===== src/rtl/simple_adder_pkg.sv =====
`default_nettype none
// ============================================================================
//  Package     : simple_adder_pkg
//  Description : Shared word geometry and FSM encoding for the
//                deserializer and the downstream adder.
//  Revision    : 1.0 - initial release
// ============================================================================
package simple_adder_pkg;

   localparam int WORD_W = 25;             // width of one signed data word
   localparam int NWORDS = 4;              // words per full frame
   localparam int IDX_W  = 2;              // collection index width
   localparam int CNT_W  = IDX_W + 1;      // frame word count (1..NWORDS)

   // COLLECT: gathering words, nothing pending.
   // HOLD   : a completed frame waits in the collection bank for the output slot.
   typedef enum logic [0:0] {
      ST_COLLECT = 1'b0,
      ST_HOLD    = 1'b1
   } state_e;

endpackage : simple_adder_pkg
`default_nettype wire


===== src/rtl/word_deserializer_if.sv =====
`default_nettype none
// ============================================================================
//  Interface   : word_deserializer_if
//  Description : Serial word input stream plus parallel frame output of the
//                word deserializer.
//  Signals     : IN_WORD/IN_VALID/IN_LAST/IN_READY - serial word handshake
//                WORD_0..WORD_3/OUT_COUNT/OUT_VALID/OUT_READY - frame handshake
//  Modports    : slave  - the deserializer itself
//                master - the environment (word source and frame consumer)
//  Revision    : 1.0 - initial release
// ============================================================================
interface word_deserializer_if
   import simple_adder_pkg::*;
#(
   parameter int WIDTH = WORD_W
) ();

   logic [WIDTH-1:0] IN_WORD;
   logic             IN_VALID;
   logic             IN_LAST;
   logic             IN_READY;

   logic [WIDTH-1:0] WORD_0;
   logic [WIDTH-1:0] WORD_1;
   logic [WIDTH-1:0] WORD_2;
   logic [WIDTH-1:0] WORD_3;
   logic [CNT_W-1:0] OUT_COUNT;
   logic             OUT_VALID;
   logic             OUT_READY;

   modport slave (
      input  IN_WORD, IN_VALID, IN_LAST, OUT_READY,
      output IN_READY, WORD_0, WORD_1, WORD_2, WORD_3, OUT_COUNT, OUT_VALID
   );

   modport master (
      output IN_WORD, IN_VALID, IN_LAST, OUT_READY,
      input  IN_READY, WORD_0, WORD_1, WORD_2, WORD_3, OUT_COUNT, OUT_VALID
   );

endinterface : word_deserializer_if
`default_nettype wire


===== src/rtl/word_deserializer.sv =====
`default_nettype none
// ============================================================================
//  Module      : word_deserializer
//  Description : Collects up to four signed serial words into a parallel
//                frame. A frame closes on its fourth word or on IN_LAST.
//                Completed frames move to a one-deep output bank; if that
//                bank is still occupied the frame waits in the collection
//                bank (HOLD) and input is stalled until the bank frees.
//  Ports       : CLK   - rising-edge clock
//                RST_N - asynchronous active-low reset
//                bus   - word_deserializer_if.slave (input stream + frame out)
//  Revision    : 1.0 - initial release
// ============================================================================
module word_deserializer
   import simple_adder_pkg::*;
#(
   parameter int WIDTH = WORD_W
) (
   input  wire logic          CLK,
   input  wire logic          RST_N,
   word_deserializer_if.slave bus
);

   // ------------------------------------------------------------------------
   // State
   // ------------------------------------------------------------------------
   state_e             state_q,     state_d;
   logic [IDX_W-1:0]   idx_q,       idx_d;
   logic [CNT_W-1:0]   hold_cnt_q,  hold_cnt_d;
   logic [WIDTH-1:0]   coll_q [NWORDS];
   logic [WIDTH-1:0]   coll_d [NWORDS];
   logic [WIDTH-1:0]   out_q  [NWORDS];
   logic [WIDTH-1:0]   out_d  [NWORDS];
   logic [CNT_W-1:0]   out_cnt_q,   out_cnt_d;
   logic               out_valid_q, out_valid_d;

   // ------------------------------------------------------------------------
   // Combinational helpers
   // ------------------------------------------------------------------------
   logic               slot_free;
   logic               in_ready;
   logic               accept;
   logic               completes;
   logic [CNT_W-1:0]   cur_cnt;
   logic [WIDTH-1:0]   frame [NWORDS];

   always_comb begin
      slot_free = !out_valid_q || bus.OUT_READY;
      // In HOLD, input may flow only on the edge that also drains the held frame.
      in_ready  = (state_q == ST_COLLECT) || slot_free;
      accept    = bus.IN_VALID && in_ready;
      completes = accept && ((idx_q == IDX_W'(NWORDS - 1)) || bus.IN_LAST);
      cur_cnt   = {1'b0, idx_q} + CNT_W'(1);

      // Collection bank as it would look with the current word written.
      // Slots above the current index are forced to zero, so a short frame
      // never carries words left over from an earlier frame.
      for (int i = 0; i < NWORDS; i++) begin
         if (i == int'(idx_q)) begin
            frame[i] = bus.IN_WORD;
         end else if (i > int'(idx_q)) begin
            frame[i] = '0;
         end else begin
            frame[i] = coll_q[i];
         end
      end
   end

   // ------------------------------------------------------------------------
   // Next-state logic
   // ------------------------------------------------------------------------
   always_comb begin
      state_d     = state_q;
      idx_d       = idx_q;
      hold_cnt_d  = hold_cnt_q;
      coll_d      = coll_q;
      out_d       = out_q;
      out_cnt_d   = out_cnt_q;
      // A consumed frame retires; a load below re-asserts valid.
      out_valid_d = out_valid_q && !bus.OUT_READY;

      // Drain a held frame as soon as the output slot frees.
      if ((state_q == ST_HOLD) && slot_free) begin
         out_d       = coll_q;
         out_cnt_d   = hold_cnt_q;
         out_valid_d = 1'b1;
         state_d     = ST_COLLECT;
      end

      if (accept) begin
         coll_d = frame;
         idx_d  = idx_q + IDX_W'(1);

         if (completes) begin
            idx_d = '0;
            // Only a COLLECT-state completion can use a free slot directly;
            // in HOLD the slot is being refilled by the held frame this edge.
            if ((state_q == ST_COLLECT) && slot_free) begin
               out_d       = frame;
               out_cnt_d   = cur_cnt;
               out_valid_d = 1'b1;
            end else begin
               state_d    = ST_HOLD;
               hold_cnt_d = cur_cnt;
            end
         end
      end
   end

   // ------------------------------------------------------------------------
   // State registers
   // ------------------------------------------------------------------------
   always_ff @(posedge CLK or negedge RST_N) begin
      if (!RST_N) begin
         state_q     <= ST_COLLECT;
         idx_q       <= '0;
         hold_cnt_q  <= '0;
         out_cnt_q   <= '0;
         out_valid_q <= 1'b0;
         for (int i = 0; i < NWORDS; i++) begin
            coll_q[i] <= '0;
            out_q[i]  <= '0;
         end
      end else begin
         state_q     <= state_d;
         idx_q       <= idx_d;
         hold_cnt_q  <= hold_cnt_d;
         out_cnt_q   <= out_cnt_d;
         out_valid_q <= out_valid_d;
         for (int i = 0; i < NWORDS; i++) begin
            coll_q[i] <= coll_d[i];
            out_q[i]  <= out_d[i];
         end
      end
   end

   // ------------------------------------------------------------------------
   // Outputs
   // ------------------------------------------------------------------------
   assign bus.IN_READY  = in_ready;
   assign bus.WORD_0    = out_q[0];
   assign bus.WORD_1    = out_q[1];
   assign bus.WORD_2    = out_q[2];
   assign bus.WORD_3    = out_q[3];
   assign bus.OUT_COUNT = out_cnt_q;
   assign bus.OUT_VALID = out_valid_q;

endmodule : word_deserializer
`default_nettype wire

===== src/flat_wrapper.sv =====
// flat-port wrapper written by rule: the top's interface ports become plain ports
module word_deserializer_flat import simple_adder_pkg::*;
#(
   parameter int WIDTH = WORD_W
)
  (CLK, RST_N, bus_IN_WORD, bus_IN_VALID, bus_IN_LAST, bus_OUT_READY, bus_IN_READY, bus_WORD_0, bus_WORD_1, bus_WORD_2, bus_WORD_3, bus_OUT_COUNT, bus_OUT_VALID);
  word_deserializer_if #(.WIDTH(WIDTH)) bus_i ();
  input  wire logic CLK;
  input  wire logic RST_N;
  input wire logic [$bits(bus_i.IN_WORD)-1:0] bus_IN_WORD;
  input wire logic [$bits(bus_i.IN_VALID)-1:0] bus_IN_VALID;
  input wire logic [$bits(bus_i.IN_LAST)-1:0] bus_IN_LAST;
  input wire logic [$bits(bus_i.OUT_READY)-1:0] bus_OUT_READY;
  output wire logic [$bits(bus_i.IN_READY)-1:0] bus_IN_READY;
  output wire logic [$bits(bus_i.WORD_0)-1:0] bus_WORD_0;
  output wire logic [$bits(bus_i.WORD_1)-1:0] bus_WORD_1;
  output wire logic [$bits(bus_i.WORD_2)-1:0] bus_WORD_2;
  output wire logic [$bits(bus_i.WORD_3)-1:0] bus_WORD_3;
  output wire logic [$bits(bus_i.OUT_COUNT)-1:0] bus_OUT_COUNT;
  output wire logic [$bits(bus_i.OUT_VALID)-1:0] bus_OUT_VALID;
  assign bus_i.IN_WORD = bus_IN_WORD;
  assign bus_i.IN_VALID = bus_IN_VALID;
  assign bus_i.IN_LAST = bus_IN_LAST;
  assign bus_i.OUT_READY = bus_OUT_READY;
  assign bus_IN_READY = bus_i.IN_READY;
  assign bus_WORD_0 = bus_i.WORD_0;
  assign bus_WORD_1 = bus_i.WORD_1;
  assign bus_WORD_2 = bus_i.WORD_2;
  assign bus_WORD_3 = bus_i.WORD_3;
  assign bus_OUT_COUNT = bus_i.OUT_COUNT;
  assign bus_OUT_VALID = bus_i.OUT_VALID;
  word_deserializer #(.WIDTH(WIDTH)) u_core (.CLK(CLK), .RST_N(RST_N), .bus(bus_i));
endmodule

===== config.mk =====
export PLATFORM = sky130hd
export DESIGN_NAME = word_deserializer_flat
export DESIGN_NICKNAME = d
export VERILOG_FILES = /design/src/rtl/simple_adder_pkg.sv /design/src/rtl/word_deserializer_if.sv /design/src/rtl/word_deserializer.sv /design/src/flat_wrapper.sv
export SDC_FILE = /design/constraint.sdc
export NUM_CORES = 1
export LEC_CHECK = 0
export CAP_MARGIN = 5
export CORE_ASPECT_RATIO = 1.1
export CORE_MARGIN = 4
export CORE_UTILIZATION = 55
export DETAILED_ROUTE_END_ITERATION = 10
export HOLD_SLACK_MARGIN = 0.05
export PLACE_DENSITY_LB_ADDON = 0.25
export SYNTH_ARGS = -nofsm -noshare
export SYNTH_HDL_FRONTEND = slang
export SYNTH_SLANG_ARGS = --single-unit

===== constraint.sdc =====
create_clock -name CLK -period 2.2 [get_ports CLK]
set_input_delay 0.22 -clock CLK [delete_from_list [all_inputs] [get_ports CLK]]
set_output_delay 0.22 -clock CLK [all_outputs]
set_load 0.01 [all_outputs]

**After elaboration in Yosys (flattened, before gate mapping)**

Cells that the tools add are included.

- Register bits after elaboration: 210
- Bits of input ports: 30
- Word-level logic and storage cells: 60

- Add/subtract/negate cells: 2
- Magnitude comparators: 3
- Equal/unequal tests: 4
- Mux-type cells: 24
- Bitwise gates (word level): 2
- Reduce and logical (&&, ||, !) cells: 12

Operator list:

| cell | number |
|---|---|
| two-way mux 100 bit | 4 |
| two-way mux 25 bit | 7 |
| two-way mux 3 bit | 4 |
| two-way mux 1 bit | 8 |
| logical AND 1 bit | 5 |
| == test 2 bit (first input constant) | 2 |
| greater-than comparator 2 bit (first input constant) | 2 |
| adder 2 x 1 -> 3 bit (second input constant) | 1 |
| logical OR 1 bit | 3 |
| AND reduction 3 bit | 1 |
| adder 2 x 1 -> 2 bit (second input constant) | 1 |
| == test 1 x 2 -> 1 bit (first input constant) | 1 |
| == test 2 bit (second input constant) | 1 |
| greater-than comparator 1 x 2 -> 1 bit (first input constant) | 1 |
| logical NOT 1 bit | 2 |
| logical NOT 2 bit | 1 |
| two-way mux 2 bit | 1 |
| inverter 1 bit | 2 |

**Depth between registers and ports, before layout**

Gate-level depths: netlist (run 1).

- Word-level depth: 7
- Mapped depth: 8

**Least setup slack after synthesis (run 1)**

No wires, ideal clock.

- Kind: register to register
- From: register u_core.idx_q[1]
- To: register u_core.out_q, in the netlist u_core.bus.WORD_0[10]
- Library setup time: 0.119 ns
- Data arrival time: 1.723 ns
- Data required time: 2.081 ns
- Slack: 0.358 ns
- Cell stages (with the launch flop): 8
- Buffers on the path: 2
- Clock period less this slack: 1.842 ns
- Cells stage by stage: dfrtp_1 -> ha_1 -> o21ai_2 -> or4b_1 -> buf_2 -> buf_6 -> o22a_1 -> o21a_1

RTL lines:

| item | RTL line | source |
|---|---|---|
| start: declaration | word_deserializer.sv:28 | `logic [IDX_W-1:0] idx_q, idx_d;` |
| start signal: assignment | word_deserializer.sv:126 | `idx_q <= idx_d;` |
| end signal: indexed assignment | word_deserializer.sv:132 | `out_q[i] <= out_d[i];` |
| end: declaration | word_deserializer.sv:32 | `logic [WIDTH-1:0] out_q [NWORDS];` |

==> metrics.txt, run 1 <==
outcome complete, no violations; final number of hold-violating endpoints 0; post-route ant nets 0; reg-to-reg endpoint u_core.bus.WORD_0[6]; #FFs+latches synth 210; share of post-route cells with drive strength above 1 11.7%; count of vias placed by the detailed router around 7,000; standard cell core area about 16,000 sq um; dominant cell type by area after synthesis sky130_fd_sc_hd__dfrtp_1; fraction of the cycle the final worst path needs between 90% and 100%; clock tree root driver cell sky130_fd_sc_hd__clkbuf_16; number of library cell types mapped by synthesis 31; leakage power just under 0.006 uW; 1st-iter DRT viols 461; setup repair after global routing missed its margin no; diode count 0; Die Wd roughly 130 um; cell-internal power 9070 uW; synth-to-layout area growth 26.4%; share of synthesized registers carrying an async set or reset between 90% and 100%; Rows 49; initial antenna violation count 0; highest fanout seen on the critical path 23; TritonCTS clock tree yes; classification of the worst setup path flip-flop to flip-flop; Pre-antenna DRT Iters 5; type of the tightest min-delay check input port to asynchronous set/reset pin; crit path capture type flip-flop; number of flops mapped to enable cells by yosys 0; worst vdd ir 1.06 mV; count of warnings emitted by yosys 0; clock group share of total power 29.0%; final-layout worst hold slack approximately 290 ps; number of buffers on the longest clock path 3; Crit path required time 2570 ps; Power Total 12,900 uW; number of I/O port buffers 134; number of cell instances on the worst register-to-register path 6; vias per cell ~6; GRT Overall Usage around 25%; clock insertion delay at the later pin of the skew report 490 ps; vias in the first global route between 7,000 and 8,000; register area share after synthesis 56.4%; post-route minimum period 2110 ps; primary flip-flop cell chosen by synthesis mapping sky130_fd_sc_hd__dfrtp_1; Max Clock Skew 14.7 ps; global route overflow 0; cell types with the largest area share after synthesis sky130_fd_sc_hd__dfrtp_1 (56%), sky130_fd_sc_hd__mux2i_1 (16%), sky130_fd_sc_hd__a22oi_1 (5.8%), sky130_fd_sc_hd__o21ai_0 (4.1%), sky130_fd_sc_hd__nand2_1 (3.7%); die footprint ~19,000 sq um; relative contribution of combinational cells to total power ~29%; TritonCTS buffer count 21; first-pass GRT wire length 39,000 um; final slew viol count 0; reg-to-reg setup timing slack 90 ps; Max H-tree Level 1; register clock-pin slew on the reported worst setup and hold paths around 70 ps; Sink Count 210; relative max-transition margin ~43%; routability congestion estimate from global placement around 0.79; Initial Utilization 56.5%; per-cell routed wire length 21.5 um; switching portion of total power 29.9%; final non-filler cell total 1,126; area of the mapped netlist 9320 sq um; Sequential Power Share 42.0%; fraction of post-synthesis cell area in the top cell type by area ~56%; instance count after placement with tap cells included 1,088; data arrival time at the worst-slack endpoint 2480 ps; Avg Cell Area, Syn 11.9 sq um; transition at the pin with the smallest max-transition slack 859 ps; total number of nets in the final design 944; switching pwr 3860 uW; post-detailed-routing wire length 24,200 um; power density over the cells around 1100 nW/um^2; number of maximum-capacitance violations 0; startpoint class of the critical path flip-flop; number of DRC violations after detailed routing 0; die height ~140 um; filler instances 1,116; R2R Path Start u_core.idx_q[1]; count of endpoints failing setup in the final report 0; net count after synthesis 816; number of top-level pins ~140; largest net degree at the start of global routing 100; placed wire-length estimate 15,700 um; final-layout setup total negative slack 0 ps; maximum clock frequency 475 MHz; Post-Synthesis Cells 780
## power by group through the flow
stage          Sequential, uW  Clock (uW)  Combinational (uW)
6_report                 5430        3750                3760
5_1_grt                  5530        4000                4050
4_1_cts                  5420        3820                3780
3_5_place_dp             5480           0                3740
3_3_place_gp             5410           0                3600
2_1_floorplan            5550           0                1650
## final cells by class
cell class / instances / area, sq um / share of cell area [%]
Sequential cell: 210 / 5260 / 44.6
Multi-Input combinational cell: 507 / 3810 / 32.3
Timing Repair Buffer: 165 / 1720 / 14.6
Clock buffer: 26 / 594 / 5.05
Tap cell: 204 / 255 / 2.17
Clock inverter: 11 / 136 / 1.16
Inverter: 3 / 11.3 / 0.0956
## what timing repair did
action                     CTS  global route
resized for setup            0             2
setup endpoints to repair    0            13
setup buffers                0             0
hold endpoints to repair    58             0
hold buffers                 1             0
## synth_stat cells, types with 3 or more instances
master                     instances
sky130_fd_sc_hd__nor3_1            3
sky130_fd_sc_hd__nor2_1           11
sky130_fd_sc_hd__buf_4             4
sky130_fd_sc_hd__o22a_1           23
sky130_fd_sc_hd__buf_6             3
sky130_fd_sc_hd__o21ai_0          76
sky130_fd_sc_hd__a22oi_1          72
sky130_fd_sc_hd__mux2_2           28
sky130_fd_sc_hd__dfrtp_1         210
sky130_fd_sc_hd__a31oi_1           3
sky130_fd_sc_hd__inv_1             3
sky130_fd_sc_hd__o21a_1           23
sky130_fd_sc_hd__buf_2            25
sky130_fd_sc_hd__a21oi_1           4
sky130_fd_sc_hd__clkbuf_1         28
sky130_fd_sc_hd__nand2_1          91
sky130_fd_sc_hd__mux2i_1         150
sky130_fd_sc_hd__ha_1              6
## metrics by stage
stage | util (%) | setup slack [ps] | area (sq um)
floorplan | - | 358 | 9320
global placement | 66.9 | 152 | 11000
detailed placement | 66.9 | 81.9 | 11000
CTS | 71.4 | 117 | 11800
global route | 71.4 | 9.04 | 11800
finish | 71.4 | 93.2 | 11800
## flip-flops by register name (all words and copies together), names as in the netlist
register              cells
u_core.coll_q           100
u_core.bus.WORD_0        25
u_core.bus.WORD_1        25
u_core.bus.WORD_2        25
u_core.bus.WORD_3        25
u_core.bus.OUT_COUNT      3
u_core.hold_cnt_q         3
u_core.idx_q              2
u_core.bus.OUT_VALID      1
u_core.state_q            1
## per-layer routing
layer / global-route usage (%) / share of wire, %
met2: 44.1 / 51
met3: 5.64 / 6.8
met4: 9.45 / 2.7
met5: 0 / 0
met1: 31.6 / 40
## cells by family (layout without fill, tap and decap cells)
| kind of cell | count (synthesis) | after routing | synth area share, % |
|---|---|---|---|
| muxes | 178 | 178 | 19.5 |
| buffers and inverters | 63 | 205 | 3.28 |
| adders and majority gates | 6 | 6 | 0.806 |
| DFF | 210 | 210 | 56.4 |
| and+or+nand+nor | 114 | 114 | 4.94 |
| AOI/OAI and AO/OA | 209 | 209 | 15.1 |
## layout by cell type (no fill, tap or decap), drive strengths merged, types with 5 or more instances in the layout
master / n
o22a: 23
mux2: 28
buf: 30
o21ai: 77
nand2: 91
a22oi: 72
clkdlybuf4s50: 133
nor2: 11
mux2i: 150
ha: 6
a21oi: 5
clkinv: 7
o21a: 23
dfrtp: 210
clkbuf: 27
## worst max-delay path, stage by stage, from the launching register on
cell and delay, ps:
sky130_fd_sc_hd__dfrtp_1 460, sky130_fd_sc_hd__ha_1 310, sky130_fd_sc_hd__o21ai_2 140, sky130_fd_sc_hd__or4b_1 480, sky130_fd_sc_hd__buf_4 250, sky130_fd_sc_hd__o22a_1 210, sky130_fd_sc_hd__o21a_1 110
## worst max path at each step
stage                    start                    end  slack (ps)
6_report       u_core.idx_q[1]   u_core.bus.WORD_0[6]          90
4_1_cts        u_core.idx_q[0]      u_core.coll_q[39]         120
2_1_floorplan  u_core.idx_q[1]  u_core.bus.WORD_0[10]         360
3_3_place_gp      bus_IN_VALID   u_core.bus.WORD_0[9]         150
5_1_grt        u_core.idx_q[1]   u_core.bus.WORD_0[8]           9
3_5_place_dp     bus_OUT_READY   u_core.bus.WORD_2[6]          80
Power figures use the tool's default switching activity.
==> inputs of run 2 (changes only) <==
--- a/config.mk
+++ b/config.mk
@@ -5,11 +5,13 @@
 export SDC_FILE = /design/constraint.sdc
 export NUM_CORES = 1
 export LEC_CHECK = 0
+export ABC_CLOCK_PERIOD_IN_PS = 2200
 export CAP_MARGIN = 5
 export CORE_ASPECT_RATIO = 1.1
 export CORE_MARGIN = 4
-export CORE_UTILIZATION = 55
+export CORE_UTILIZATION = 60
 export DETAILED_ROUTE_END_ITERATION = 10
+export DONT_BUFFER_PORTS = 1
 export HOLD_SLACK_MARGIN = 0.05
 export PLACE_DENSITY_LB_ADDON = 0.25
 export SYNTH_ARGS = -nofsm -noshare
==> run 2 against run 1 <==
  * The flow now finishes with violations (negative hold slack)
  * Final cell count shrank 11%
  * Highest routed layer unchanged
  * Maximum frequency grew 0.64%
  * Wire length shrank 4.8%
  * Combinational power shrank 43%
  * First-iteration DRC count grew 2.6%
  * Largest cell class unchanged
==> metrics.txt, run 2 (same netlist as run 1, synthesis figures left out) <==
die footprint 17,600 sq um (was 19,100 sq um); die height 139 um (was 145 um); register cell area after layout 5260 sq um (unchanged); Die Wd 127 um (was 132 um); final number of hold-violating endpoints 210 (was 0); final slew viol count 0 (unchanged); power density over the cells 1100 nW/um^2 (about the same); share of post-route cells with drive strength above 1 12.2% (was 11.7%); Sequential Power Share 50.3% (was 42.0%); 1st-iter DRT viols 473 (was 461); Max H-tree Level 1 (unchanged); Initial Utilization 61.6% (was 56.5%); vias in the first global route 6,548 (was 7,381); initial antenna violation count 0 (unchanged); number of buffers on the longest clock path 3 (unchanged); type of the tightest min-delay check input port to asynchronous set/reset pin (unchanged); largest net degree at the start of global routing 211 (was 100); standard cell core area 15,100 sq um (was 16,500 sq um); count of vias placed by the detailed router 6,423 (was 6,864); clock tree root driver cell sky130_fd_sc_hd__clkbuf_16 (unchanged); cts-stage hold buffer count 26 (was 1); switching portion of total power 31.1% (was 29.9%); launch point of the worst path u_core.idx_q[0] (was u_core.idx_q[1]); post-detailed-routing wire length 23,000 um (was 24,200 um); number of top-level pins 135 (unchanged); classification of the worst setup path flip-flop to flip-flop (unchanged); placed wire-length estimate 14,500 um (was 15,700 um); R2R Path Start u_core.idx_q[0] (was u_core.idx_q[1]); vias per cell 6.42 (was 6.10); fraction of the cycle the final worst path needs 95.2% (was 95.8%); post-route ant nets 0 (unchanged); routability congestion estimate from global placement 0.823 (was 0.785); violations in the final reports negative hold slack; setup repair after global routing missed its margin no (unchanged); leakage power 0.00530 uW (was 0.00576 uW); number of DRC violations after detailed routing 0 (unchanged); startpoint class of the critical path flip-flop (unchanged); crit path capture type flip-flop (unchanged); fraction of the core area covered by cells at the end of the flow 69.6% (was 71.4%); data arrival time at the worst-slack endpoint 2470 ps (was 2480 ps); GRT Overall Usage 25.9% (was 25.4%); relative max-transition margin 48.9% (was 42.6%); final-layout worst hold slack -577 ps (was 291 ps); filler instances 1,068 (was 1,116); register clock-pin slew on the reported worst setup and hold paths 60 ps (was 70 ps); outcome finished, violations left (was complete, no violations); clock insertion delay at the later pin of the skew report 490 ps (about the same); Rows 47 (was 49); first-pass GRT wire length 36,800 um (was 39,000 um); Pre-antenna DRT Iters 5 (unchanged); TritonCTS buffer count 22 (was 21); multi-input logic area 3810 sq um (about the same); global route overflow 0 (unchanged); maximum clock frequency 478 MHz (was 475 MHz); Max Clock Skew 7.01 ps (was 14.7 ps); Sink Count 210 (unchanged); diode count 0 (unchanged); number of I/O port buffers 0 (was 134); number of flip-flops under the largest register name 100 (unchanged); per-cell routed wire length 23.0 um (was 21.5 um); relative contribution of combinational cells to total power 18.7% (was 29.1%); post-route minimum period 2090 ps (was 2110 ps); number of maximum-capacitance violations 0 (unchanged); Biggest register u_core.coll_q (unchanged); synth-to-layout area growth 13.0% (was 26.4%); Crit path required time 2580 ps (was 2570 ps); transition at the pin with the smallest max-transition slack 765 ps (was 859 ps); total number of nets in the final design 828 (was 944); highest fanout seen on the critical path 23 (unchanged); leading cell types in the layout, fill and taps excluded sky130_fd_sc_hd__dfrtp_1 (210), sky130_fd_sc_hd__mux2i_1 (150), sky130_fd_sc_hd__nand2_1 (90) (was sky130_fd_sc_hd__dfrtp_1 (210), sky130_fd_sc_hd__mux2i_1 (150), sky130_fd_sc_hd__clkdlybuf4s50_1 (133)); worst vdd ir 0.830 mV (was 1.06 mV); TritonCTS clock tree yes (unchanged); clock group share of total power 31.0% (was 29.0%); switching pwr 3590 uW (was 3860 uW); commonest non-fill, non-tap cell in the layout sky130_fd_sc_hd__dfrtp_1 (unchanged); cell-internal power 7950 uW (was 9070 uW); count of endpoints failing setup in the final report 0 (unchanged)
-- run 2: per-layer routing --
metal  part of all wire, %  vias up  GRT usage [%]
li1                      -     2868              -
met1                    40     3300           33.5
met2                    50      214           42.8
met3                   8.0       41           7.24
met4                   2.3        0           7.96
met5                     0        -              0
-- run 2: critical path, cell delays in order (launching register included) --
cell and delay (ps):
sky130_fd_sc_hd__dfrtp_1 430, sky130_fd_sc_hd__inv_1 210, sky130_fd_sc_hd__ha_1 300, sky130_fd_sc_hd__or4b_1 450, sky130_fd_sc_hd__buf_4 240, sky130_fd_sc_hd__o22a_1 220
sky130_fd_sc_hd__o21a_1 120
-- run 2: layout make-up --
class                   instances  area share [%]
flip-flops and latches        210            49.9
multi-input cells             507            36.2
clock buffers                  31            6.32
repair buffers                 48            4.79
well taps                     196            2.33
clock inverters                 6           0.321
inverters                       3           0.107
-- run 2: power groups by stage --
stage	clock [uW]	combinational [uW]	sequential (uW)
floorplan	0	1650	5550
global placement	0	1940	5820
detailed placement	0	2060	5870
CTS	3630	2160	5810
global route	3800	2360	5930
finish	3570	2160	5810
-- run 2: what timing repair did --
item	4_1_cts	5_1_grt
setup endpoints to repair	25	73
endpoints found under the hold margin	410	210
setup buffers	0	0
gates resized for setup	2	3
pin swaps	0	0
cloned	0	0
-- run 2: final timing paths --
path | end | slack, ps | cells past startpoint
worst max-delay path | u_core.bus.WORD_0[10] | 110 | 6
worst min-delay path | u_core.bus.WORD_3[23] | -580 | 0
worst max register to register | u_core.bus.WORD_0[10] | 110 | 6
worst min register to register | u_core.bus.WORD_0[8] | 480 | 1
max in group asynchronous | u_core.bus.WORD_3[24] | 2300 | 0
min in group CLK | u_core.bus.OUT_VALID | 80 | 3
-- run 2: metrics by stage --
step	worst slack (ps)	power, uW	cells	TNS (ps)	area (sq um)
finish	107	11500	1001	0	10500
global route	15.8	12100	1001	0	10500
CTS	8.53	11600	1001	0	10500
detailed placement	-43.6	7930	938	-481	9540
global placement	84.4	7760	938	0	9540
floorplan	358	7190	780	0	9320
==> inputs of run 3 (changes only) <==
--- a/config.mk
+++ b/config.mk
@@ -5,6 +5,7 @@
 export SDC_FILE = /design/constraint.sdc
 export NUM_CORES = 1
 export LEC_CHECK = 0
+export ABC_AREA = 1
 export ABC_CLOCK_PERIOD_IN_PS = 2200
 export CAP_MARGIN = 5
 export CORE_ASPECT_RATIO = 1.1
==> run 3 against run 2 <==
  * The flow still finishes with violations (negative hold slack)
  * Global-route usage grew 1.6 points
  * Non-clock buffer count stayed put
  * Setup slack improved by 320 ps
  * Maximum frequency up 18%
  * Synthesized area grew 10%
  * Synthesized cell count is 81% higher
  * Critical path depth increased by 2
  * Wire length up 15%
  * Sequential share of layout area down 3.9 points
  * Clock power increased by 3%
  * Via count is 37% higher
  * Sequential power shrank 1%
  * Largest cell class unchanged
==> metrics.txt, run 3 <==
fraction of the cycle the final worst path needs 80.7% (was 95.2%); count of vias placed by the detailed router 8,820 (was 6,423); violations in the final reports negative hold slack (unchanged); post-route minimum period 1770 ps (was 2090 ps); placed wire-length estimate 16,100 um (was 14,500 um); Avg Cell Area, Syn 7.27 sq um (was 11.9 sq um); maximum clock frequency 564 MHz (was 478 MHz); final-layout setup total negative slack 0 ps (unchanged); per-cell routed wire length 16.4 um (was 23.0 um); worst vdd ir 0.650 mV (was 0.830 mV); Placed Instance Area 10,500 sq um (was 9540 sq um); die height 145 um (was 139 um); #FFs+latches synth 210 (unchanged); synth-to-layout area growth 11.5% (was 13.0%); area of the mapped netlist 10,200 sq um (was 9320 sq um); startpoint class of the critical path flip-flop (unchanged); Die Wd 133 um (was 127 um); register area share after synthesis 51.3% (was 56.4%); die footprint 19,200 sq um (was 17,600 sq um); routability congestion estimate from global placement 0.862 (was 0.823); classification of the worst setup path flip-flop to flip-flop (unchanged); crit path capture type flip-flop (unchanged); register clock-pin slew on the reported worst setup and hold paths 60 ps (about the same); Power Total 12,200 uW (was 11,500 uW); final non-filler cell total 1,617 (was 1,001); library cell with the highest instance count after synthesis sky130_fd_sc_hd__nand2_1 (was sky130_fd_sc_hd__dfrtp_1); Post-Synthesis Cells 1,410 (was 780); relative max-transition margin 65.0% (was 48.9%); biggest cell delay along the critical path 420 ps (was 450 ps); TritonCTS clock tree yes (unchanged); final slew viol count 0 (unchanged); primary flip-flop cell chosen by synthesis mapping sky130_fd_sc_hd__dfrtp_1 (unchanged); Max H-tree Level 1 (unchanged); setup repair after global routing missed its margin no (unchanged); share of synthesized registers carrying an async set or reset 100% (unchanged); number of flip-flops under the largest register name 100 (unchanged); largest net degree at the start of global routing 211 (unchanged); cell types with the largest area share after synthesis sky130_fd_sc_hd__dfrtp_1 (51%), sky130_fd_sc_hd__nand2_1 (28%), sky130_fd_sc_hd__inv_1 (4.9%), sky130_fd_sc_hd__o21ai_1 (4.8%), sky130_fd_sc_hd__o22ai_1 (4.6%) (was sky130_fd_sc_hd__dfrtp_1 (56%), sky130_fd_sc_hd__mux2i_1 (16%), sky130_fd_sc_hd__a22oi_1 (5.8%), sky130_fd_sc_hd__o21ai_0 (4.1%), sky130_fd_sc_hd__nand2_1 (3.7%)); clock tree root driver cell sky130_fd_sc_hd__clkbuf_16 (unchanged); cts-stage hold buffer count 26 (unchanged); multi-input logic area 4100 sq um (was 3810 sq um); number of flops mapped to enable cells by yosys 0 (unchanged); TritonCTS buffer count 22 (unchanged); count of warnings emitted by yosys 0 (unchanged); post-route ant nets 0 (unchanged); transition at the pin with the smallest max-transition slack 525 ps (was 765 ps); reg-to-reg setup timing slack 430 ps (was 110 ps); power density over the cells 1070 nW/um^2 (was 1100 nW/um^2); Max Clock Skew 9.27 ps (was 7.01 ps); number of DRC violations after detailed routing 0 (unchanged); share of post-route cells with drive strength above 1 4.25% (was 12.2%); fraction of post-synthesis cell area in the top cell type by area 51.3% (was 56.4%); clock insertion delay at the later pin of the skew report 500 ps (was 490 ps); count of endpoints failing setup in the final report 0 (unchanged); instance count after placement with tap cells included 1,553 (was 938); net count after synthesis 1,446 (was 816); data arrival time at the worst-slack endpoint 2170 ps (was 2470 ps); highest fanout seen on the critical path 20 (was 23); CTS resizes 0 (was 2); post-detailed-routing wire length 26,500 um (was 23,000 um); outcome finished, violations left (unchanged); most used standard cells in the synthesized netlist sky130_fd_sc_hd__nand2_1 (762), sky130_fd_sc_hd__dfrtp_1 (210), sky130_fd_sc_hd__inv_1 (133), sky130_fd_sc_hd__o21ai_1 (99), sky130_fd_sc_hd__o22ai_1 (75) (was sky130_fd_sc_hd__dfrtp_1 (210), sky130_fd_sc_hd__mux2i_1 (150), sky130_fd_sc_hd__nand2_1 (91), sky130_fd_sc_hd__o21ai_0 (76), sky130_fd_sc_hd__a22oi_1 (72)); Rows 49 (was 47); number of I/O port buffers 0 (unchanged); final setup margin 425 ps (was 107 ps); diode count 0 (unchanged); Initial Utilization 61.9% (was 61.6%); number of buffers inserted by post-CTS setup repair 0 (unchanged); number of maximum-capacitance violations 0 (unchanged); launch point of the worst path u_core.idx_q[0] (unchanged); Pre-antenna DRT Iters 5 (unchanged); number of buffers on the longest clock path 3 (unchanged); filler instances 1,343 (was 1,068); dominant cell type by area after synthesis sky130_fd_sc_hd__dfrtp_1 (unchanged); R2R Path Start u_core.idx_q[0] (unchanged); GRT Overall Usage 27.6% (was 25.9%); number of buffers and inverters on the critical path 3 (was 2); register cell area after layout 5260 sq um (unchanged); number of top-level pins 135 (unchanged); type of the tightest min-delay check input port to asynchronous set/reset pin (unchanged); Max stage delay cell, worst path sky130_fd_sc_hd__dfrtp_1 (was sky130_fd_sc_hd__or4b_1); 1st-iter DRT viols 834 (was 473); Sink Count 210 (unchanged); reg-to-reg endpoint u_core.bus.WORD_2[21] (was u_core.bus.WORD_0[10]); dpl ws 465 ps (was -43.6 ps); Final Instance Area 11,400 sq um (was 10,500 sq um); cell occurring most often along the worst timing path sky130_fd_sc_hd__nand2_1; number of cell instances on the worst register-to-register path 8 (was 6); ordered cell list for the critical path inv_1 -> ha_1 -> clkinv_1 -> nand2_1 -> buf_12 -> o22ai_1 -> nand2_1 -> nand2_1 (was inv_1 -> ha_1 -> or4b_1 -> buf_4 -> o22a_1 -> o21a_1); standard cell core area 16,600 sq um (was 15,100 sq um); final number of hold-violating endpoints 210 (unchanged); commonest non-fill, non-tap cell in the layout sky130_fd_sc_hd__nand2_1 (was sky130_fd_sc_hd__dfrtp_1); total number of nets in the final design 1,435 (was 828); CP top delay family buffers and inverters (was simple AND/OR/NAND/NOR gates); initial antenna violation count 0 (unchanged); Biggest register u_core.coll_q (unchanged); leading cell types in the layout, fill and taps excluded sky130_fd_sc_hd__nand2_1 (761), sky130_fd_sc_hd__dfrtp_1 (210), sky130_fd_sc_hd__inv_1 (133) (was sky130_fd_sc_hd__dfrtp_1 (210), sky130_fd_sc_hd__mux2i_1 (150), sky130_fd_sc_hd__nand2_1 (90)); global route overflow 0 (unchanged); vias per cell 5.45 (was 6.42); number of library cell types mapped by synthesis 16 (was 31); leakage power 0.00604 uW (was 0.00530 uW); Crit path required time 2600 ps (was 2580 ps); final-layout worst hold slack -589 ps (was -577 ps); vias in the first global route 8,539 (was 6,548); first-pass GRT wire length 44,100 um (was 36,800 um)
run 3: logic make-up (layout without fill, tap and decap cells):
| family | Yosys count | after routing | synth area share [%] |
|---|---|---|---|
| buffers and inverters | 222 | 225 | 8.85 |
| flip-flops | 210 | 210 | 51.3 |
| AND/OR/NAND/NOR | 769 | 769 | 28.3 |
| adder cells (fa/ha/maj) | 6 | 6 | 0.733 |
| AO/OA/AOI/OAI | 203 | 203 | 10.9 |
run 3: routing by layer:
metal	up-vias	share of wire (%)	global-route usage (%)	routed length [um]
li1	4341	-	-	-
met1	4117	42	36.9	11100
met2	291	47	43.9	12400
met3	71	8.4	7.10	2220
met4	0	3.0	9.88	801
met5	-	0	0	0
run 3: per-stage QoR:
stage | hold WS [ps] | util [%]
2_1_floorplan | -75.6 | -
3_3_place_gp | -68.0 | 63.2
3_5_place_dp | -67.4 | 63.2
4_1_cts | -597 | 69.0
5_1_grt | -610 | 69.0
6_report | -589 | 69.0
run 3: worst reg2reg max path, delay by kind of cell, from the launching register on:
kind,cells,cell delay (ps)
AND/OR/NAND/NOR,3,440
buffers and inverters,3,500
adder cells (fa/ha/maj),1,190
AO/OA/AOI/OAI,1,130
flip-flops,1,420
run 3: report_power, final:
group	switching [uW]	internal [uW]	total (uW)
Sequential	977	4770	5750
Combinational	1770	1000	2770
Clock	1500	2170	3670
Total	4240	7940	12200
run 3: area by class of cell:
class / instances / share of cell area (%)
clock buffers: 36 / 6.16
clock inverters: 2 / 0.0876
inverters: 139 / 4.62
multi-input cells: 978 / 35.9
flip-flops and latches: 210 / 46.0
well taps: 204 / 2.23
repair buffers: 48 / 5.04
run 3: worst max path at each step:
stage,slack [ps],to,depth (start not counted)
after floorplan,610,u_core.coll_q[74],9
after global placement,500,u_core.coll_q[49],8
after detailed placement,460,u_core.coll_q[49],8
after CTS,450,u_core.coll_q[49],8
after global routing,260,u_core.coll_q[92],7
final,430,u_core.bus.WORD_2[21],8
==> edit 1, RTL diff (settings of run 2) <==
`WORD_W`: 25 -> 50.
--- a/src/rtl/simple_adder_pkg.sv
+++ b/src/rtl/simple_adder_pkg.sv
@@ -7,7 +7,7 @@
 // ============================================================================
 package simple_adder_pkg;
 
-   localparam int WORD_W = 25;             // width of one signed data word
+   localparam int WORD_W = 50;             // width of one signed data word
    localparam int NWORDS = 4;              // words per full frame
    localparam int IDX_W  = 2;              // collection index width
    localparam int CNT_W  = IDX_W + 1;      // frame word count (1..NWORDS)
Ports: changed (5 resized); port bits go from 135 to 260. No check against the original RTL was run, so the function may have changed too.
==> edit 1 against run 2 <==
The run still ends with hold timing left. Critical path depth unchanged. Combinational power up 70%. Synthesized area up 76%. Sequential cell count up 200. Power up 88%. Maximum frequency up 2.3%. Worst setup slack better by 0.046 ns. Final area up 77%. Wire length up 97%. Via count up 78%. Non-clock buffer count up 43. Synthesized cell count up 71%. Critical endpoint is now u_core.bus.WORD_2[42].
==> edit 1: results (changes against run 2) <==
| Metric | Value |
|---|---|
| Post-DP HPWL | `26.5 mm (+83%)` |
| Final hold vios | `410 (+95%)` |
| Post-Syn Nets | `1390 (+70%)` |
| Failing checks | `hold timing` |
| Post-synth top cells | `410 x dfrtp_1, 150 x a22o_1, 118 x clkbuf_1, 106 x and2_1, 102 x a221o_1` |
| Initial DRC count | `1174 (+150%)` |
| Met2 Resource Use GR | `0.451 (+0.0228)` |
| Syn Area/Cell | `12.3 µm² (+3.3%)` |
| Yosys cell types | `33 (+6.5%)` |
| Cell Area, Placed | `16800 µm² (+76%)` |
| Status | `finished with violations` |
| Via count of the first global-routing pass | `11401 (+74%)` |
| Met1 Use GR | `0.401 (+0.0656)` |
| Initial antenna violation count | `4 (+4)` |
| DRT Pass-1 Iters | `6 (+1)` |
| WHS | `-0.608 ns (-0.0314 ns)` |
| Largest net degree at the start of global routing | `411 (+95%)` |
| Pleak | `8.54 nW (+61%)` |
| Synth top area cells | `dfrtp_1 63%, a22o_1 8.0%, a221o_1 6.2%` |
| CTS Hold Bufs | `51 (+96%)` |
| Clock skew | `0.0139 ns (+0.00692 ns)` |
| Final WL | `45.4 mm (+97%)` |
| H-tree levels | `2 (+1)` |
| Worst-skew pair later-pin latency | `0.52 ns (+0.03 ns)` |
| Cts bufs inserted | `40 (+82%)` |
| Least-Margin Pin Slew | `0.942 ns (+0.177 ns)` |
| Met3 wire length | `4.24 mm (+130%)` |
| Seq/Total Area, Yosys | `0.625 (+0.0612)` |
| Final Non-Filler Cells | `1691 (+69%)` |
| VDD IR-drop max | `0.830 mV (about the same)` |
| Gr usage total | `0.293 (+0.0336)` |
| Critical Path AT | `2.44 ns (-0.03 ns)` |
| Crit path max-delay family | `buffers and inverters` |
| Cell count after placement | `1567 (+67%)` |
| Dpl ws | `0.148 ns (+0.192 ns)` |
| Wire length on met2 | `21.0 mm (+84%)` |
| Largest register FFs | `200 (+100%)` |
| GR Util met3 | `0.0882 (+0.0158)` |
| WL met1 | `18.5 mm (+100%)` |
## edit 1: cell types whose count changed in the layout (fill, tap and decap cells not counted), moves of 25 or more
cell,run 2,this run
a21oi_1,3,53
a221o_1,0,102
a22o_1,0,150
and2_1,1,101
dfrtp_1,210,410
dlygate4sd3_1,26,51
inv_1,3,52
mux2_1,0,53
mux2_2,28,0
mux2i_1,150,0
nand2_1,90,54
o21ai_0,76,1
o21ai_1,0,54
o22ai_1,0,50
## edit 1: kinds of logic after synthesis
group | synth area share
multiplexers | 0.0364
flip-flops | 0.625
AND/OR/NAND/NOR | 0.0577
buffers and inverters | 0.0520
adder cells (fa/ha/maj) | 0.00381
AO/OA/AOI/OAI | 0.225
## edit 1: timing repair
action                                 CTS  global route
setup endpoints to repair                0            45
endpoints found under the hold margin  812           410
gates resized for setup                  0             1
## edit 1: final timing paths
kind	to	from	cells past startpoint	slack, ns
max reg2reg	u_core.bus.WORD_2[42]	u_core.bus.OUT_VALID	6	0.15
min in group CLK	u_core.state_q	bus_IN_VALID	3	0.09
min	u_core.bus.WORD_0[12]	RST_N	0	-0.61
min reg2reg	u_core.coll_q[154]	u_core.coll_q[154]	1	0.49
max	u_core.bus.WORD_2[42]	u_core.bus.OUT_VALID	6	0.15
max in group asynchronous	u_core.bus.WORD_0[25]	RST_N	0	2.02
## edit 1: power breakdown
group          switching, mW  internal, mW  leakage, nW
Clock                   2.79          4.12        0.664
Sequential              1.80          9.28         5.34
Combinational           1.95          1.74         2.53
Total                   6.54          15.1         8.54
## edit 1: cell type report
class | count | area (µm²)
Clock inverter | 11 | 130
Tap cell | 357 | 447
Clock buffer | 57 | 1200
Antenna cell | 4 | 10.0
Sequential cell | 410 | 10300
Timing Repair Buffer | 91 | 961
Fill cell | 1923 | 8330
Inverter | 54 | 203
Multi-Input combinational cell | 707 | 5420
==> edit 2, RTL diff (flow settings as in run 2) <==
Without the edit above. Make the reset (`RST_N`) synchronous in one clocked block. Comments in the files are not updated.
--- a/src/rtl/word_deserializer.sv
+++ b/src/rtl/word_deserializer.sv
@@ -110,7 +110,7 @@
    // ------------------------------------------------------------------------
    // State registers
    // ------------------------------------------------------------------------
-   always_ff @(posedge CLK or negedge RST_N) begin
+   always_ff @(posedge CLK) begin
       if (!RST_N) begin
          state_q     <= ST_COLLECT;
          idx_q       <= '0;
Behaviour: differs if RST_N is asserted again (counterexample within 4 cycles, from zero or initial values and one cycle with RST_N low); with RST_N held inactive, the same outputs for 4 cycles.
==> edit 2 against run 2 <==
Sequential cell count unchanged. Critical endpoint is now u_core.bus.WORD_1[20]. Maximum frequency rose by 3.1%. Final area decreased by 0.93%. Wire length rose by 18%. Worst hold slack better by 0.63 ns. Worst setup slack better by 0.063 ns. Synthesized area decreased by 0.42%. Highest routed layer is now met5.
Power is not compared: it rests on default switching activity, and its combinational part moved more than twofold at a synthesized area within 25%.
==> edit 2: results (changes against run 2) <==
| Metric | Value |
|---|---|
| Final hold vios | `0 (-100%)` |
| Initial antenna violation count | `1 (+1)` |
| Yosys warnings | `0 (unchanged)` |
| Synth top area cells | `dfxtp_1 45%, nor2_1 12%, a211oi_1 12%` |
| RD Place Congestion | `0.816 (-0.83%)` |
| Worst R2R Start | `u_core.idx_q[0]` |
| Post-synth top cells | `299 x nor2_1, 210 x dfxtp_1, 148 x a211oi_1, 84 x a21oi_1, 70 x nand2_1` |
| Clock skew | `0.0134 ns (+0.00643 ns)` |
| Cell Area, Placed | `9420 µm² (-1.2%)` |
| Max Fanout on Critical Path | `25 (+8.7%)` |
| Fillers | `1146 (+7.3%)` |
| Hold Path Class | `input port to register` |
| Largest Register | `u_core.coll_q` |
| First-pass GRT wire length | `42.4 mm (+15%)` |
| WHS | `0.0547 ns (+0.632 ns)` |
| Worst reg-to-reg setup slack | `0.17 ns (+0.06 ns)` |
| Vias per inst | `6.27 (-2.3%)` |
| Asr flop ratio synth | `0 (-1.00)` |
| CP max stage delay | `0.57 ns (+0.12 ns)` |
| Yosys cell types | `30 (-3.2%)` |
| Share of layout cells above drive strength 1 | `0.104 (-0.0175)` |
| Crit-path slowest cell | `ha_1` |
| VDD IR-drop max | `0.611 mV` |
| Buffers on Ports | `0 (unchanged)` |
| Crit path max-delay family | `adder cells` |
| Via count of the first global-routing pass | `7301 (+11%)` |
| Largest register FFs | `100 (unchanged)` |
| Gr usage total | `0.297 (+0.0372)` |
| Critical Path AT | `2.43 ns (-0.04 ns)` |
| Status | `finished clean` |
| Least-Margin Pin Slew | `0.987 ns (+0.222 ns)` |
| Synth Flop Type | `dfxtp_1` |
| Post-Syn Nets | `1137 (+39%)` |
| Resize count post-CTS | `0 (-2)` |
| Post-DP HPWL | `15.6 mm (+7.7%)` |
| Seq/Total Area, Yosys | `0.453 (-0.111)` |
| R2R depth | `5 (-1)` |
| Wire per inst | `21.3 µm (-7.6%)` |
| Largest net degree at the start of global routing | `61 (-71%)` |
| Initial DRC count | `996 (+110%)` |
| Crit Reg-Reg Endpoint | `u_core.bus.WORD_1[20]` |
-- edit 2: per-stage QoR --
stage	std cells	worst slack, ns	total power, mW
finish	1281	0.170	8.83
floorplan	1101	0.198	4.96
global placement	1213	0.309	5.14
CTS	1280	0.192	8.85
global route	1280	0.000721	9.12
detailed placement	1213	0.255	5.17
-- edit 2: cell type report --
type                    instances  area (µm²)  area share
clock inverters                 4        45.0     0.00432
flip-flops and latches        210        4200       0.403
clock buffers                  34         657      0.0630
well taps                     196         245      0.0235
inverters                       4        20.0     0.00192
diodes                          1        2.50    0.000240
multi-input cells             778        4590       0.440
repair buffers                 54         663      0.0636
-- edit 2: what timing repair did --
action                                 4_1_cts  5_1_grt
hold buffers                                29        0
setup endpoints to repair                    0        0
endpoints found under the hold margin      132        0
-- edit 2: cells by family (layout without fill, tap and decap cells) --
| group | Yosys count | in the layout | synth area share |
|---|---|---|---|
| AOI/OAI and AO/OA | 341 | 341 | 0.278 |
| adders and majority gates | 6 | 6 | 0.00809 |
| buffers and inverters | 113 | 96 | 0.0546 |
| DFF | 210 | 210 | 0.453 |
| muxes | 28 | 28 | 0.0302 |
| other | 0 | 1 | 0 |
| and+or+nand+nor | 403 | 403 | 0.176 |
-- edit 2: worst max-delay path by stage --
stage                     slack [ns]               endpoint            start  depth (start not counted)
final                           0.17  u_core.bus.WORD_1[20]  u_core.idx_q[0]                          5
after floorplan                 0.20  u_core.bus.WORD_1[23]  u_core.idx_q[1]                          9
after global placement          0.31      u_core.coll_q[62]  u_core.idx_q[0]                          5
after detailed placement        0.26  u_core.bus.WORD_1[20]  u_core.idx_q[0]                          5
after global routing          0.0007      u_core.coll_q[61]  u_core.idx_q[0]                          5
after CTS                       0.19      u_core.coll_q[61]  u_core.idx_q[0]                          5
-- edit 2: power by group through the flow --
stage / logic [mW] / clock network [mW] / registers, mW
after floorplan: 0.652 / 0 / 4.31
after global placement: 0.775 / 0 / 4.37
after detailed placement: 0.794 / 0 / 4.38
after CTS: 0.897 / 3.66 / 4.29
after global routing: 0.992 / 3.80 / 4.32
final: 0.906 / 3.63 / 4.29
-- edit 2: layer usage --
layer  global-route usage  wire (µm)  vias up
met3               0.0876       2490       74
met2                0.446      12300      329
met1                0.392      11100     3783
met5                    0         13        -
met4                0.138       1320        2
li1                     -          -     3843
